`config.mk`:
```
export PLATFORM = sky130hd
export DESIGN_NAME = reg_file_wb
export DESIGN_NICKNAME = d
export VERILOG_FILES = /design/src/rtl/reg_pkg.sv /design/src/rtl/reg_scoreboard.sv /design/src/rtl/reg_file_wb.sv
export SDC_FILE = /design/constraint.sdc
export NUM_CORES = 1
export LEC_CHECK = 0
export CORE_UTILIZATION = 55
export DETAILED_ROUTE_END_ITERATION = 7
export PLACE_DENSITY = 0.77
export SLEW_MARGIN = 10
export SYNTH_ARGS = -nofsm -noshare
export SYNTH_HDL_FRONTEND = slang
export SYNTH_SLANG_ARGS = --single-unit
export TNS_END_PERCENT = 5
```
`constraint.sdc`:
```
create_clock -name clk -period 8.01 [get_ports clk]
set_input_delay 1.2015 -clock clk [delete_from_list [all_inputs] [get_ports clk]]
set_output_delay 1.2015 -clock clk [all_outputs]
set_load 0.02 [all_outputs]
```
`src/rtl/reg_pkg.sv`:
```
// Shared constants and types for the 8-entry register file and its users
// (including the write-address MUX_2, whose link selector lives here now).
package reg_pkg;
    localparam int REG_AD_W = 3;
    localparam int DATA_W   = 16;
    localparam int ZERO_REG = 0;
    localparam int LINK_REG = 7;
    localparam int NUM_REGS = 8;

    typedef logic [REG_AD_W-1:0] reg_ad_t;
    typedef logic [DATA_W-1:0]   data_t;
endpackage

```
`src/rtl/reg_scoreboard.sv`:
```
// Issue/writeback scoreboard: one busy bit per register, read-after-write
// stall generation, and a sticky flag for writebacks nobody was waiting on.
module reg_scoreboard
    import reg_pkg::*;
#(
    parameter int N = REG_AD_W
) (
    input  logic            clk,
    input  logic            rst,
    input  logic [N-1:0]    rs_ad,
    input  logic [N-1:0]    rt_ad,
    input  logic            wr_en,
    input  logic [N-1:0]    wr_ad,
    input  logic            issue_en,
    input  logic [N-1:0]    issue_ad,
    output logic            stall,
    output logic [2**N-1:0] pending,
    output logic            wb_orphan
);
    logic            wb_hit;
    logic            issue_ok;
    logic            haz_a;
    logic            haz_b;
    logic [2**N-1:0] pending_nxt;

    // Hazards: a busy source stalls unless its producer writes back this
    // cycle, in which case the bypass path supplies the value.
    always_comb begin
        wb_hit   = wr_en && (wr_ad != '0);
        haz_a    = (rs_ad != '0) && pending[rs_ad] && !(wr_en && (wr_ad == rs_ad));
        haz_b    = (rt_ad != '0) && pending[rt_ad] && !(wr_en && (wr_ad == rt_ad));
        stall    = haz_a || haz_b;
        issue_ok = issue_en && (issue_ad != '0) && !stall;
    end

    // Next busy vector: clear first, then set, so a new producer issued in
    // the same cycle as the old one's writeback keeps the register busy.
    always_comb begin
        pending_nxt = pending;
        if (wb_hit)
            pending_nxt[wr_ad] = 1'b0;
        if (issue_ok)
            pending_nxt[issue_ad] = 1'b1;
        pending_nxt[0] = 1'b0;
    end

    // Busy bits and the sticky orphan-writeback flag.
    always_ff @(posedge clk or posedge rst) begin
        if (rst) begin
            pending   <= '0;
            wb_orphan <= 1'b0;
        end else begin
            pending <= pending_nxt;
            if (wb_hit && !pending[wr_ad])
                wb_orphan <= 1'b1;
        end
    end
endmodule

```
`src/rtl/reg_file_wb.sv`:
```
// 2**N x W register file, one write port and two zero-latency read ports
// with write-to-read bypass; register 0 is hardwired to zero.
module reg_file_wb
    import reg_pkg::*;
#(
    parameter int N        = REG_AD_W,
    parameter int W        = DATA_W,
    parameter int LINK_REG = reg_pkg::LINK_REG
) (
    input  logic            clk,
    input  logic            rst,
    input  logic [N-1:0]    rs_ad,
    input  logic [N-1:0]    rt_ad,
    output logic [W-1:0]    rs_data,
    output logic [W-1:0]    rt_data,
    input  logic [N-1:0]    Reg_write_ad,
    input  logic [W-1:0]    Reg_write_data,
    input  logic            Reg_write_en,
    input  logic            issue_en,
    input  logic [N-1:0]    issue_ad,
    output logic            stall,
    output logic [2**N-1:0] pending,
    output logic            wb_orphan
);
    logic [2**N-1:0][W-1:0] regs;

    // The link register is an ordinary register here; just make sure it is
    // addressable and not the zero register.
    if (LINK_REG < 1 || LINK_REG >= 2**N) begin : g_bad_link
        $error("LINK_REG outside register address space");
    end

    // Storage; writes to register 0 are dropped so it stays zero.
    always_ff @(posedge clk or posedge rst) begin
        if (rst)
            regs <= '0;
        else if (Reg_write_en && (Reg_write_ad != '0))
            regs[Reg_write_ad] <= Reg_write_data;
    end

    // Read ports: zero register, then same-cycle writeback bypass, then array.
    always_comb begin
        rs_data = regs[rs_ad];
        rt_data = regs[rt_ad];
        if (Reg_write_en && (Reg_write_ad == rs_ad))
            rs_data = Reg_write_data;
        if (Reg_write_en && (Reg_write_ad == rt_ad))
            rt_data = Reg_write_data;
        if (rs_ad == '0)
            rs_data = '0;
        if (rt_ad == '0)
            rt_data = '0;
    end

    reg_scoreboard #(.N(N)) u_sb (
        .clk       (clk),
        .rst       (rst),
        .rs_ad     (rs_ad),
        .rt_ad     (rt_ad),
        .wr_en     (Reg_write_en),
        .wr_ad     (Reg_write_ad),
        .issue_en  (issue_en),
        .issue_ad  (issue_ad),
        .stall     (stall),
        .pending   (pending),
        .wb_orphan (wb_orphan)
    );
endmodule

```
### Word level (Yosys, flattened, before mapping)

Cells that the tools add are included.
Widths: inputs -> output; s select.

| storage, ports and cells | value |
|---|---|
| flip-flop bits (word level) | 136 |
| bits of input ports | 32 |
| logic and storage cells | 67 |

| cells by class | value |
|---|---|
| $lt $le $gt $ge | 6 |
| eq/ne operators | 2 |
| multiplexer cells | 23 |
| bitwise logic cells | 3 |
| reductions and logical operators | 23 |

Operator list:

| kind | count |
|---|---|
| $bwmux 128 | 1 |
| $mux 16 | 7 |
| $bmux 16 s3 | 2 |
| $demux 16 s3 | 1 |
| $lt 3x4->1 const B | 4 |
| $mux 8 | 2 |
| $logic_and 1x1->1 | 12 |
| $reduce_bool 3->1 | 4 |
| $bmux 1 s3 | 3 |
| $and 8x8->8 | 1 |
| $not 8->8 | 1 |
| $or 8x8->8 | 1 |
| $demux 1 s3 | 2 |
| $eq 3x3->1 | 2 |
| $ge 3x1->1 const B | 2 |
| $logic_not 3->1 | 2 |
| $mux 1 | 5 |
| $logic_not 1->1 | 4 |
| $logic_or 1x1->1 | 1 |

### Depth between registers and ports, before layout

Gate-level depths: netlist of run 1.

| depth | value |
|---|---|
| depth in word-level cells | 9 |
| depth in mapped cells | 7 |
| depth with buffers taken out | 5 |

### Hierarchy

A second synthesis of run 1 with hierarchy kept.

| second synthesis, totals | value |
|---|---|
| cell total of the unflattened synthesis | 622 |
| area total of the unflattened synthesis | 7901.3 µm² |

Modules (own cells, without submodules):

| module | times used | cells each | area each (µm²) |
|---|---|---|---|
| reg_file_wb | 1 | 548 | 7233.2 |
| reg_scoreboard | 1 | 74 | 668.1 |

### Worst setup path before layout of run 1

No wires, ideal clock.

| timing | value |
|---|---|
| path kind | input -> output |
| start | input rt_ad[1] |
| end | output rt_data[10] |
| arrival | 2620 ps |
| slack | 4189 ps |
| stages | 5 |
| path through | buf_2 > clkbuf_1 > mux4_2 > mux2i_1 > a211oi_1 |

| between the ends | value |
|---|---|
| word-level cells in the longest chain between the ends | 4 |
| elaborated cells on any way between the ends | 7 |
| those cells by class | eq/ne: 1; mux: 4; reduce/logical: 2 |

RTL lines:

| item | line | text |
|---|---|---|
| start, declared | reg_file_wb.sv:13 | `input logic [N-1:0] rt_ad,` |
| $bmux 16 s3 or $eq 3x3->1 (tied branches) | reg_file_wb.sv:44, reg_file_wb.sv:47 |  |
| $mux 16 (not written as such) or $logic_and 1x1->1 (tied branches) | reg_file_wb.sv:44, reg_file_wb.sv:47 |  |
| $mux 16 | reg_file_wb.sv:47 | `if (Reg_write_en && (Reg_write_ad == rt_ad))` |
| $mux 16 * | reg_file_wb.sv:51 | `if (rt_ad == '0)` |
| end, declared | reg_file_wb.sv:15 | `output logic [W-1:0] rt_data,` |

Mark *: on every way between the ends. The rest lies on a longest branch, timed or not. The select of a mux whose other input is x is not followed.

### Final worst setup path of run 1

| timing | value |
|---|---|
| start | input rs_ad[2] |
| end | output rs_data[15] |

| between the ends | value |
|---|---|
| word-level cells in the longest chain between the ends | 4 |
| elaborated cells on any way between the ends | 7 |
| those cells by class | eq/ne: 1; mux: 4; reduce/logical: 2 |

RTL lines:

| item | line | text |
|---|---|---|
| start, declared | reg_file_wb.sv:12 | `input logic [N-1:0] rs_ad,` |
| $bmux 16 s3 or $eq 3x3->1 (tied branches) | reg_file_wb.sv:43, reg_file_wb.sv:45 |  |
| $mux 16 (not written as such) or $logic_and 1x1->1 (tied branches) | reg_file_wb.sv:43, reg_file_wb.sv:45 |  |
| $mux 16 | reg_file_wb.sv:45 | `if (Reg_write_en && (Reg_write_ad == rs_ad))` |
| $mux 16 * | reg_file_wb.sv:49 | `if (rs_ad == '0)` |
| end, declared | reg_file_wb.sv:14 | `output logic [W-1:0] rs_data,` |

Marked as above.

==> results.json, run 1 <==
{
  "reg2reg_slack_ps": 6280,
  "final_max_slew_viol_count": 0,
  "postCtsSetupBuffers": 0,
  "cts_tree": "built",
  "num-nets-final": 611,
  "first_iter_violations": 402,
  "grt_pass1_wl_mm": 29.5,
  "crit_type": "in2out",
  "synth-async-reset-ratio_pct": 100,
  "vias": 4988,
  "place.gp.congestion": 0.783,
  "tightest_slew_ps": 1100,
  "hp-class": "reg2reg",
  "worstRegToRegCells": 4,
  "netlist.area_leader.share_pct": 45.0,
  "wl_per_cell_um": 24.1,
  "grt_use_total_pct": 28.3,
  "yosys-top-cells-count": "136 x dfrtp_1, 112 x mux2_2, 66 x mux4_2",
  "worstSetupEndpointType": "primary output",
  "switching_share_pct": 28.2,
  "rsz0062_at_grt": "no",
  "portBuffers": 72,
  "clock_path_buffers": 2,
  "yosys_register_bits": 136,
  "r2r_start": "u_sb.pending[2]",
  "synth_top_cell_by_area": "dfrtp_1",
  "antenna_found_initial": 0,
  "r2r-end": "u_sb.pending[2]",
  "synthTopCellsByArea": "dfrtp_1 45%, mux4_2 20%, mux2_2 17%, mux2i_1 4.8%, a211oi_1 3.3%",
  "dp_hpwl_mm": 10.9,
  "crit_end": "rs_data[15]",
  "cp-start-kind": "input port",
  "pwr-share-seq_pct": 40.6,
  "dp_cells": 736,
  "fmax_ghz": 0.182,
  "final_util_pct": 66.7,
  "vdd_drop_max_mv": 0.168,
  "vias_per_cell": 6.51,
  "synth_area_per_cell_um2": 14.2,
  "syn_inst": 531,
  "cts-root-buf": "clkbuf_16",
  "h-tree-depth": 4,
  "startpoint": "rs_ad[2]",
  "combPwrFrac_pct": 27.7,
  "drt_wl_total_mm": 18.4,
  "fin_crit_ps": 5480,
  "synth_flop_cell": "dfrtp_1",
  "yosysSeqAreaShare_pct": 45.0,
  "drive_gt1_share_pct": 39.0,
  "ys_types": 37,
  "initial_core_util_pct": 56.8,
  "final-setup-viol-count": 0,
  "stdcell_count": 766,
  "period_share_pct": 68.4,
  "finalHoldViolations": 0,
  "worstSkewPairLatency_ps": 420,
  "grt_overflow": 0,
  "cp.arrival_ps": 4280,
  "cp_max_fo": 21,
  "drc_errors": 0,
  "cts_hold_buf": 0,
  "cellPowerDensity_nw_per_um2": 259,
  "synth_nets": 563,
  "synth_edf_count": 0,
  "fin_tns_setup_ps": 0,
  "ant_nets": 0,
  "outcome": "completed",
  "clk_pin_slew_worst_paths_ps": 50,
  "maxCapViolations": 0,
  "dieArea_um2": 14200,
  "grt_pass1_vias": 5280,
  "drt-pass1-iter-count": 5,
  "clock_skew_ps": 3.54,
  "die_w_um": 119,
  "core_um2": 13300,
  "cts_buffers": 17,
  "worstPathRequired_ps": 6810,
  "cts_resized": 0,
  "relSlewSlack_pct": 26.8,
  "die_y_um": 119,
  "yosysMostFrequentCell": "dfrtp_1",
  "grt_max_degree": 79,
  "num_rows": 42,
  "power_switching_w": 0.000646,
  "ys_warn_count": 0,
  "area_growth_pct": 17.4,
  "syn_area_um2": 7550,
  "power.internal_w": 0.00165,
  "antenna_cells": 0,
  "p_clk_share_pct": 31.7,
  "hold_start": "regs[2]",
  "ios": 74,
  "p_leak_nw": 3.66,
  "cts_sinks": 136
}
logic make-up after synthesis:
family / Yosys count / synth area share [%]
mux: 214 / 41.1
flops: 136 / 45.0
buf+inv: 66 / 4.06
simple gates: 62 / 3.96
compound gates: 46 / 5.05
xor+xnor: 6 / 0.696
other cells: 1 / 0.0496
power groups by stage:
stage | sequential, W | combinational (W) | clock, W
3_3_place_gp | 0.000919 | 0.000619 | 0
6_report | 0.000931 | 0.000635 | 0.000727
2_1_floorplan | 0.000911 | 0.000433 | 0
4_1_cts | 0.000928 | 0.000640 | 0.000738
5_1_grt | 0.000949 | 0.000675 | 0.000768
3_5_place_dp | 0.000937 | 0.000636 | 0
sequential cells by signal, indices dropped and copies added (netlist names):
signal and count:
u_sb.pending 7, regs 128, u_sb.wb_orphan 1
cell usage in the layout, fill, tap and decap left out, drive strengths merged, types with 2 or more instances in the layout:
cell type,synthesis,routed
xnor2,6,6
nand4,3,3
inv,8,8
o41ai,2,2
mux2i,36,36
o31ai,3,3
nor2b,3,3
mux2,112,112
nand2,7,7
a211oi,33,33
dfrtp,136,136
o32ai,2,2
a311oi,2,2
clkinv,0,2
buf,33,19
clkdlybuf4s50,0,68
clkbuf,25,27
mux4,66,66
nor3,3,3
nor2,34,34
nand3,5,5
metrics by stage:
stage               hold slack [ps]  power (W)  cell area, um2  setup slack (ps)
floorplan                       441    0.00134            7550              3170
global placement                376    0.00154            8320              2620
detailed placement              382    0.00157            8320              2560
CTS                             396    0.00231            8870              2560
global route                    408    0.00239            8870              2400
finish                          395    0.00229            8870              2530
critical path, cell delays in order:
cell and delay [ps]:
clkdlybuf4s50_1 460, buf_4 390, xnor2_1 170, nand4_1 630
buf_4 490, a211oi_1 270, clkdlybuf4s50_1 650
per-layer routing:
layer  wire length (um)  up-vias  GRT usage (%)
li1                   -     2127              -
met5                  0        -              0
met4                465        0           11.4
met2               9520      168           46.2
met1               7450     2655           37.2
met3               1010       38           5.80
worst min-delay path by stage:
stage                          end  slack (ps)  cells past startpoint
after CTS                  regs[9]         400                      0
final                      regs[2]         400                      0
after global routing       regs[2]         410                      0
after global placement    regs[15]         380                      0
after detailed placement   regs[9]         380                      0
after floorplan            regs[0]         440                      1
layout make-up:
cell class              instances  area (um2)
inverters                       8        32.5
clock inverters                 3        40.0
multi-input cells             329        3850
repair buffers                 87         813
fillers                       940        4430
well taps                     176         220
flip-flops and latches        136        3400
clock buffers                  27         503
Note: power is estimated with default switching activity, not from simulation.
==> run 2, diff against run 1 <==
clock period = 5.5 ns   (was 8.01 ns; I/O delays follow)
==> run 2 against run 1 <==
  * Die area did not move
  * Core utilization rose by 0.67 points
  * Clock skew fell by 2.6 ps
  * Largest power group unchanged
  * Worst setup slack got worse by 1300 ps
  * Via count rose by 0.80%
  * Largest cell class unchanged
  * Non-clock buffer count rose by 7
  * Routed wire length rose by 2.0%
  * Sequential power rose by 46%
  * Critical endpoint is now stall
  * Global-route usage rose by 0.39 points
  * Clock-buffer cell count fell by 5
==> results.json, run 2 (synthesis gave the netlist of run 1 again) <==
{
  "largest_reg_flops": 128,
  "ios": 74,
  "largest_registers": "regs: 128 flops, u_sb.pending: 7 flops, u_sb.wb_orphan: 1 flops",
  "h-tree-depth": 4,
  "fin_crit_ps": 4230,
  "drt-pass1-iter-count": 4,
  "p_clk_share_pct": 32.5,
  "path_delay_family": "buffers and inverters",
  "relSlewSlack_pct": 20.4,
  "wl_per_cell_um": 24.3,
  "place.gp.congestion": 0.829,
  "final-setup-viol-count": 0,
  "switching_share_pct": 29.0,
  "cts-root-buf": "clkbuf_16",
  "grt_max_degree": 61,
  "rsz0062_at_grt": "no",
  "finalHoldViolations": 0,
  "worstSkewPairLatency_ps": 420,
  "die_y_um": 119,
  "postLayoutCellArea_um2": 8960,
  "clock_path_buffers": 2,
  "grt_overflow": 0,
  "antenna_cells": 0,
  "power_switching_w": 0.000984,
  "outcome": "completed",
  "final_cell_mix": "136 x dfrtp_1, 112 x mux2_2, 68 x clkdlybuf4s50_1",
  "maxCapViolations": 0,
  "final_common_cell": "dfrtp_1",
  "fin_tns_setup_ps": 0,
  "postCtsSetupBuffers": 0,
  "ant_nets": 0,
  "worstPathRequired_ps": 4680,
  "first_iter_violations": 421,
  "tightest_slew_ps": 1190,
  "cpPeakStageDelay_ps": 770,
  "area_growth_pct": 18.5,
  "grt_pass1_wl_mm": 29.9,
  "dp_hpwl_mm": 11.6,
  "cp.arrival_ps": 3400,
  "cts_resized": 0,
  "power_w": 0.00339,
  "drive_gt1_share_pct": 40.7,
  "grt_pass1_vias": 5345,
  "crit_type": "in2out",
  "vias": 5028,
  "cp-start-kind": "input port",
  "vias_per_cell": 6.49,
  "num-nets-final": 618,
  "cpMostUsedCell": "clkdlybuf4s50_1",
  "vdd_drop_max_mv": 0.326,
  "drt_wl_total_mm": 18.8,
  "initial_core_util_pct": 56.8,
  "regMostFlops": "regs",
  "path_cells": "clkdlybuf4s50_1 > xnor2_1 > nand4_1 > buf_4 > inv_1 > o32ai_4 > clkdlybuf4s50_1",
  "dieArea_um2": 14200,
  "clock_skew_ps": 0.892,
  "clk_pin_slew_worst_paths_ps": 60,
  "grt_use_total_pct": 28.7,
  "power.internal_w": 0.00240,
  "final_max_slew_viol_count": 0,
  "core_um2": 13300,
  "cts_sinks": 136,
  "p_leak_nw": 3.70,
  "postPlaceCellArea_um2": 8380,
  "antenna_found_initial": 0,
  "combPwrFrac_pct": 27.5,
  "cellPowerDensity_nw_per_um2": 378,
  "pwr-share-seq_pct": 40.1,
  "fmax_ghz": 0.237,
  "cts_tree": "built",
  "cts_buffers": 17,
  "critPathBufInv": 4,
  "period_share_pct": 76.9,
  "hp-class": "reg2reg",
  "worstSetupEndpointType": "primary output",
  "die_w_um": 119,
  "cp_max_fo": 33,
  "portBuffers": 72,
  "num_rows": 42,
  "slowest_stage": "clkdlybuf4s50_1",
  "drc_errors": 0,
  "cts_hold_buf": 0
}
==> run 2: worst paths after layout <==
kind / start / to / slack (ps) / cells past startpoint
hold reg to reg: regs[6] / regs[6] / 390 / 0
max in group asynchronous: rst / u_sb.pending[1] / 3510 / 3
setup / recovery: Reg_write_ad[0] / stall / 1270 / 7
min in group asynchronous: rst / regs[40] / 890 / 2
hold / removal: regs[6] / regs[6] / 390 / 0
setup reg to reg: u_sb.pending[7] / u_sb.pending[2] / 3740 / 4
==> run 2: power by group through the flow <==
stage          clock network (W)  registers, W  logic, W
3_3_place_gp                   0       0.00134  0.000909
4_1_cts                  0.00112       0.00135  0.000937
5_1_grt                  0.00116       0.00138  0.000993
3_5_place_dp                   0       0.00137  0.000931
2_1_floorplan                  0       0.00133  0.000631
6_report                 0.00110       0.00136  0.000931
==> run 2: cell type report <==
cell class	instances	area (um2)
flip-flops and latches	136	3400
multi-input cells	329	3850
fillers	948	4340
clock buffers	22	484
repair buffers	94	866
inverters	8	32.5
well taps	176	220
clock inverters	10	95.1
==> run 2: worst reg2reg max path: stages, from the launching register on <==
cell and delay [ps]:
dfrtp_1 450, mux4_2 530, nor2b_4 140, o32ai_4 130, o41ai_1 380
==> run 2: stage by stage <==
| step | std cells | utilization (%) | setup slack (ps) | hold WS (ps) |
|---|---|---|---|---|
| detailed placement | 743 | 63.0 | 1310 | 384 |
| CTS | 775 | 67.4 | 1290 | 396 |
| global placement | 743 | 63.0 | 1330 | 377 |
| floorplan | 531 | - | 1040 | 441 |
| finish | 775 | 67.4 | 1270 | 393 |
| global route | 775 | 67.4 | 1130 | 409 |
==> run 2: metal layers <==
layer | GRT usage, % | part of all wire (%)
met2 | 45.0 | 50
met1 | 38.0 | 40
met4 | 12.0 | 2.2
met5 | 0 | 0
met3 | 7.57 | 7.5
